$ cat src/rtl/sync_fifo.sv
// Generic synchronous FIFO with occupancy count and registered head.
// Latency: a pushed entry is visible at head_o the cycle after the push.
// Backpressure: push on full is ignored unless a pop happens in the same cycle.
module sync_fifo #(
    parameter int  DEPTH = 8,
    parameter type T     = logic [7:0]
) (
    input  logic                       clk_i,
    input  logic                       rst_ni,
    input  logic                       push_i,
    input  T                           data_i,
    input  logic                       pop_i,
    output logic                       full_o,
    output logic                       empty_o,
    output logic [$clog2(DEPTH):0]     count_o,
    output T                           head_o
);

    localparam int AW = $clog2(DEPTH);
    localparam int CW = AW + 1;

    T              mem_q [DEPTH];
    logic [AW-1:0] wr_ptr_q, wr_ptr_d;
    logic [AW-1:0] rd_ptr_q, rd_ptr_d;
    logic [CW-1:0] count_q, count_d;
    logic          do_push, do_pop;

    assign empty_o = (count_q == '0);
    assign full_o  = (count_q == CW'(DEPTH));
    assign do_pop  = pop_i && !empty_o;
    // A pop frees the slot the simultaneous push writes into.
    assign do_push = push_i && (!full_o || do_pop);
    assign count_o = count_q;
    // Head is read from storage before this edge's write, so a full
    // push+pop still returns the old entry.
    assign head_o  = mem_q[rd_ptr_q];

    // Next-state for pointers and occupancy.
    always_comb begin
        wr_ptr_d = wr_ptr_q;
        rd_ptr_d = rd_ptr_q;
        count_d  = count_q;
        if (do_push) wr_ptr_d = wr_ptr_q + 1'b1;
        if (do_pop)  rd_ptr_d = rd_ptr_q + 1'b1;
        case ({do_push, do_pop})
            2'b10:   count_d = count_q + 1'b1;
            2'b01:   count_d = count_q - 1'b1;
            default: count_d = count_q;
        endcase
    end

    // Pointer and occupancy registers; reset empties the queue.
    always_ff @(posedge clk_i) begin
        if (!rst_ni) begin
            wr_ptr_q <= '0;
            rd_ptr_q <= '0;
            count_q  <= '0;
        end else begin
            wr_ptr_q <= wr_ptr_d;
            rd_ptr_q <= rd_ptr_d;
            count_q  <= count_d;
        end
    end

    // Storage write; contents need no reset since pointers gate every read.
    always_ff @(posedge clk_i) begin
        if (do_push) mem_q[wr_ptr_q] <= data_i;
    end

endmodule

$ cat config.mk
export PLATFORM = sky130hd
export DESIGN_NAME = sync_fifo
export DESIGN_NICKNAME = d
export VERILOG_FILES = /design/src/rtl/sync_fifo.sv
export SDC_FILE = /design/constraint.sdc
export NUM_CORES = 1
export LEC_CHECK = 0
export CAP_MARGIN = 20
export CORE_MARGIN = 4
export CORE_UTILIZATION = 50
export DETAILED_ROUTE_END_ITERATION = 10
export PLACE_DENSITY = 0.74
export SETUP_SLACK_MARGIN = 0.02
export SKIP_LAST_GASP = 1
export SLEW_MARGIN = 20
export SYNTH_ARGS = -nofsm -noshare
export SYNTH_HDL_FRONTEND = slang
export SYNTH_SLANG_ARGS = --single-unit
$ cat constraint.sdc
create_clock -name clk_i -period 4.4 [get_ports clk_i]
set_input_delay 1.1 -clock clk_i [delete_from_list [all_inputs] [get_ports clk_i]]
set_output_delay 1.1 -clock clk_i [all_outputs]
set_load 0.01 [all_outputs]
==> results of run 1 <==
==> worst max-delay path, stage by stage, from the launching register on <==
cell             delay (ns)
dfxtp_1                0.80
mux4_2                 0.42
mux2_2                 0.28
clkdlybuf4s50_1        0.48
==> power groups by stage <==
stage          Clock (W)  Sequential, W  Combinational, W
2_1_floorplan          0       0.000905          0.000442
3_3_place_gp           0       0.000921          0.000578
3_5_place_dp           0       0.000929          0.000600
4_1_cts         0.000428       0.000914          0.000602
5_1_grt         0.000464       0.000922          0.000649
6_report        0.000414       0.000914          0.000592
==> logic make-up after synthesis <==
family | Yosys count | share of synthesized area, %
mux | 26 | 15.9
flops | 77 | 68.1
compound gates | 16 | 4.53
xor+xnor | 7 | 1.91
fa+ha+maj | 5 | 2.19
simple gates | 32 | 4.80
buf+inv | 13 | 2.62
==> layer usage <==
layer  vias to the layer above  global-route usage [%]  part of all wire, %
met4                         0                    6.59                  1.0
met1                       802                    20.6                   43
met3                         5                    4.52                  4.5
li1                        770                       -                    -
met2                        36                    26.0                   52
met5                         -                       0                    0
==> state kept, by name (all words and copies together) (netlist names), named ones only <==
signal    cells
count_o       4
mem_q        64
rd_ptr_q      3
wr_ptr_q      3
==> Yosys cell counts (3+ instances only) <==
cell	count
edfxtp_1	64
dfxtp_1	13
nor2_1	13
mux4_1	10
mux2_2	8
mux4_2	6
inv_1	5
nor3_1	5
ha_1	4
nand2b_1	4
xnor2_1	4
a21oi_1	3
xor2_1	3
==> metrics by stage <==
step	setup WS [ns]	instance area (um2)	util [%]	total power (W)
2_1_floorplan	1.63	3200	-	0.00135
3_3_place_gp	1.07	3530	58.2	0.00150
3_5_place_dp	0.927	3530	58.2	0.00153
4_1_cts	0.930	3680	60.7	0.00194
5_1_grt	0.838	3680	60.7	0.00203
6_report	1.00	3680	60.7	0.00192
==> worst min-delay path by stage <==
stage | slack (ns) | end
after floorplan | 0.48 | flip-flop
after global placement | 0.51 | rd_ptr_q[2]
after detailed placement | 0.52 | flip-flop
after CTS | 0.53 | flip-flop
after global routing | 0.56 | flip-flop
final | 0.53 | flip-flop
==> area by class of cell <==
type	instances	share of cell area, %
Clock buffer	12	3.67
Inverter	5	0.510
Tap cell	75	2.55
Clock inverter	3	0.374
Timing Repair Buffer	31	8.03
Multi-Input combinational cell	86	25.5
Sequential cell	77	59.3
==> impl_metrics.json, run 1 <==
{
  "status": "finished clean",
  "tightest_slew_ns": 0.871,
  "synth_seq_cells": 77,
  "max_cap_violations": 0,
  "track_usage_pct": 16.1,
  "cts_setup_buffers": 0,
  "overflow": 0,
  "core_area_mm2": 0.00606,
  "synth_largest_area_cell": "edfxtp_1",
  "gp_congestion": 0.882,
  "grt_antenna_before_repair": 0,
  "seqPwrFrac_pct": 47.6,
  "ys_warn_count": 0,
  "startpoint_type": "flip-flop",
  "finalSetupViolCount": 0,
  "wl_per_cell_um": 18.8,
  "p_int_w": 0.00137,
  "ios": 26,
  "numPortBuffers": 25,
  "layout_commonest_cell": "edfxtp_1",
  "die_area_mm2": 0.00775,
  "dp.cells": 274,
  "vias": 1613,
  "rows": 28,
  "synth_ff_type": "edfxtp_1",
  "r2r-end": "count_o[3]",
  "route.detailed.drc": 0,
  "cts_tree": "yes",
  "viasPerCell": 5.58,
  "fin_tns_setup_ns": 0,
  "grt_max_degree": 17,
  "criticalPathCategory": "reg -> out",
  "layout_common_cells": "64 x edfxtp_1, 25 x clkdlybuf4s50_1, 13 x nor2_1, 13 x dfxtp_1, 10 x mux4_1",
  "swShare_pct": 28.4,
  "first_global_vias": 1735,
  "layout.cells.non_filler": 289,
  "initial_core_util_pct": 52.9,
  "power_switching_w": 0.000545,
  "r2r_slack_ns": 1.63,
  "cts_hold_buffers": 0,
  "r2r-start": "count_o[1]",
  "grt_pass1_wl_mm": 8.96,
  "clock_latency_ns": 0.33,
  "die-height_um": 88.1,
  "power_frac_comb_pct": 30.8,
  "clockBufferDepth": 2,
  "place_hpwl_mm": 3.67,
  "final_nets": 227,
  "fmax_ghz": 0.294,
  "avgSynthCellArea_um2": 18.2,
  "finalHoldViolations": 0,
  "path_clk_slew_ns": 0.07,
  "cp-end-kind": "output pin",
  "die_x_um": 88.1,
  "hold_depth": 2,
  "root_buffer": "clkbuf_8",
  "synth_edf_count": 64,
  "h-tree-depth": 3,
  "yosysUniqueCellTypes": 39,
  "fin_crit_sh_pct": 77.3,
  "cp.arrival_ns": 2.30,
  "fillers": 458,
  "worstPathMaxFanout": 16,
  "routed_wirelength_mm": 5.45,
  "area_growth_pct": 14.8,
  "p_clk_share_pct": 21.6,
  "hold-worst-slack_ns": 0.531,
  "hold_class": "reg -> reg",
  "layout-drive-gt1-share_pct": 16.4,
  "synthCells": 176,
  "ys_seq_area_share_pct": 68.1,
  "cp_data_required_time_ns": 3.30,
  "final_max_slew_viol_count": 0,
  "rsz0062_at_grt": "no",
  "post_cts_resized": 0,
  "critical_path.endpoint": "head_o[1]",
  "syn-num-nets": 193,
  "multiInputGateArea_um2": 938,
  "async_reset_ff_share_pct": 0,
  "syn_area_mm2": 0.00320,
  "power.density_mw_per_mm2": 522,
  "yosysTopAreaCellShare_pct": 60.0,
  "reg2regPathDepth": 9,
  "drtIter0Drc": 54,
  "ir_drop_v": 0.000341,
  "cts_sinks": 77,
  "cts_made_buffers": 9,
  "fin_crit_ns": 3.40,
  "ant_nets": 0,
  "regArea_mm2": 0.00218,
  "p_leak_nw": 1.23,
  "first_pass_iters": 4,
  "synth_area_leaders": "edfxtp_1 60%, mux4_1 8.2%, dfxtp_1 8.1%",
  "max_slew_margin_pct": 41.7,
  "insertedDiodeCount": 0,
  "clock_skew_ns": 0.00374,
  "hp-start": "rd_ptr_q[2]"
}
No activity file was read; power rests on OpenSTA's default activity.
==> run 2: changes to the inputs <==
--- a/config.mk
+++ b/config.mk
@@ -9,7 +9,7 @@
 export CORE_MARGIN = 4
 export CORE_UTILIZATION = 50
 export DETAILED_ROUTE_END_ITERATION = 10
-export PLACE_DENSITY = 0.74
+export PLACE_DENSITY = 0.77
 export SETUP_SLACK_MARGIN = 0.02
 export SKIP_LAST_GASP = 1
 export SLEW_MARGIN = 20
==> constraint.sdc (replaced) <==
create_clock -name clk_i -period 2.75 [get_ports clk_i]
set_input_delay 0.6875 -clock clk_i [delete_from_list [all_inputs] [get_ports clk_i]]
set_output_delay 0.6875 -clock clk_i [all_outputs]
set_load 0.01 [all_outputs]
==> impl_metrics.json, run 2 (synthesis results as in run 1) <==
{
  "hold_depth": 2,
  "startpoint_type": "flip-flop",
  "core_area_mm2": 0.00606,
  "power.density_mw_per_mm2": 883,
  "route.top_layer_used": "met4",
  "fin_util_pct": 63.1,
  "cts_hold_buffers": 0,
  "cp.arrival_ns": 2.00,
  "rows": 28,
  "path_clk_slew_ns": 0.08,
  "first_pass_iters": 4,
  "pre_cts_ws_ns": -0.0213,
  "gp_congestion": 0.777,
  "initial_core_util_pct": 52.9,
  "hold_class": "reg -> reg",
  "multiInputGateArea_um2": 927,
  "clockBufferDepth": 2,
  "numPortBuffers": 25,
  "final_cell_area_mm2": 0.00383,
  "fin_crit_ns": 2.69,
  "routed-wl-met3_um": 166,
  "crit_buf_inv": 2,
  "regMostFlops": "mem_q",
  "fin_crit_sh_pct": 97.8,
  "routed_wirelength_mm": 5.73,
  "die_area_mm2": 0.00775,
  "insertedDiodeCount": 0,
  "worst_path_max_delay_cell": "mux4_1",
  "cts_sinks": 77,
  "wl_per_cell_um": 19.0,
  "clock_latency_ns": 0.34,
  "cts_made_buffers": 9,
  "track_usage_pct": 16.4,
  "fillers": 435,
  "rsz0062_at_grt": "yes",
  "status": "finished clean",
  "layout-drive-gt1-share_pct": 24.3,
  "finalHoldViolations": 0,
  "place_hpwl_mm": 3.61,
  "layout_common_cells": "64 x edfxtp_1, 17 x clkdlybuf4s50_1, 15 x buf_4",
  "overflow": 0,
  "criticalPathCategory": "reg -> out",
  "r2r_slack_ns": 0.32,
  "grt_max_degree": 17,
  "cp_data_required_time_ns": 2.06,
  "area_growth_pct": 19.4,
  "grt_pass1_wl_mm": 9.02,
  "fin_total_pwr_w": 0.00338,
  "layout_commonest_cell": "edfxtp_1",
  "m1WireLength_mm": 2.61,
  "hp-start": "rd_ptr_q[2]",
  "route.detailed.drc": 0,
  "reg2regPathDepth": 9,
  "die-height_um": 88.1,
  "viasPerCell": 5.61,
  "dp.cells": 284,
  "drtIter0Drc": 101,
  "cts_tree": "yes",
  "r2r-end": "count_o[3]",
  "crit_chain": "buf_12 -> mux4_1 -> mux2_2 -> dlygate4sd2_1",
  "cp-end-kind": "output pin",
  "clock_skew_ns": 0.0128,
  "tightest_slew_ns": 0.910,
  "vias": 1690,
  "regArea_mm2": 0.00219,
  "grt_antenna_before_repair": 0,
  "fmax_ghz": 0.372,
  "finalSetupViolCount": 0,
  "ios": 26,
  "final_max_slew_viol_count": 0,
  "ant_nets": 0,
  "route.met2.wl_mm": 2.83,
  "root_buffer": "clkbuf_8",
  "place_area_mm2": 0.00362,
  "p_leak_nw": 1.32,
  "max_cap_violations": 0,
  "layout.cells.non_filler": 301,
  "slowest_delay_ns": 0.55,
  "layout_setup_ws_ns": 0.0616,
  "max_slew_margin_pct": 39.1,
  "ir_drop_v": 0.000584,
  "largest_reg_flops": 64,
  "die_x_um": 88.1,
  "path_delay_family": "multiplexers",
  "final_nets": 238,
  "h-tree-depth": 3,
  "r2r-start": "count_o[0]",
  "first_global_vias": 1784,
  "worstPathMaxFanout": 8
}
run 2: cell count changes in the layout (fill, tap and decap cells not counted), sizes merged, moves of 2 or more:
cell / change
clkdlybuf4s15: +2
dlygate4sd2: +6
clkdlybuf4s50: -8
clkbuf: -3
buf: +11
run 2: metal layers:
metal	track usage, %	vias to the layer above
li1	-	794
met1	21.0	850
met2	26.8	33
met3	3.20	13
met4	7.97	0
met5	0	-
run 2: final cells by class:
cell class	instances	area share (%)
tap	75	2.45
multi-input combinational	86	24.2
timing repair buffer	42	10.5
inverter	5	0.491
clock buffer	9	3.24
clock inverter	7	1.93
sequential	77	57.1
run 2: repair_timing:
action                     in CTS  in global routing
pin swaps                       0                  0
gates resized for setup        11                  5
buffers inserted                0                  0
setup endpoints to repair       8                  8
gates cloned                    1                  0
run 2: power by group:
group	total [W]	internal [W]	switching, W
clock network	0.000833	0.000422	0.000411
registers	0.00144	0.00136	0.0000784
logic	0.00111	0.000622	0.000484
total	0.00338	0.00240	0.000974
run 2: through the flow:
| stage | hold slack (ns) | TNS [ns] |
|---|---|---|
| finish | 0.538 | 0 |
| global route | 0.579 | -0.00631 |
| CTS | 0.543 | 0 |
| detailed placement | 0.513 | -0.0213 |
| global placement | 0.514 | 0 |
| floorplan | 0.485 | 0 |
run 2: worst reg2reg max path: cells and delay by family, from the launching register on:
family                     cells  cell delay, ns
adders and majority gates      1            0.33
and+or+nand+nor                3            0.69
buffers and inverters          1            0.07
AOI/OAI and AO/OA              4            0.86
DFF                            1            0.40
run 2: worst max-delay path by stage:
stage                  to  slack, ns  startpoint  cells past startpoint
6_report        head_o[2]       0.06   flip-flop                      4
3_5_place_dp   count_o[3]      -0.02       pop_i                      9
5_1_grt         head_o[2]     -0.006   flip-flop                      4
4_1_cts         head_o[2]       0.03   flip-flop                      4
3_3_place_gp   count_o[3]       0.05       pop_i                      9
2_1_floorplan  count_o[3]       0.24  count_o[1]                     10
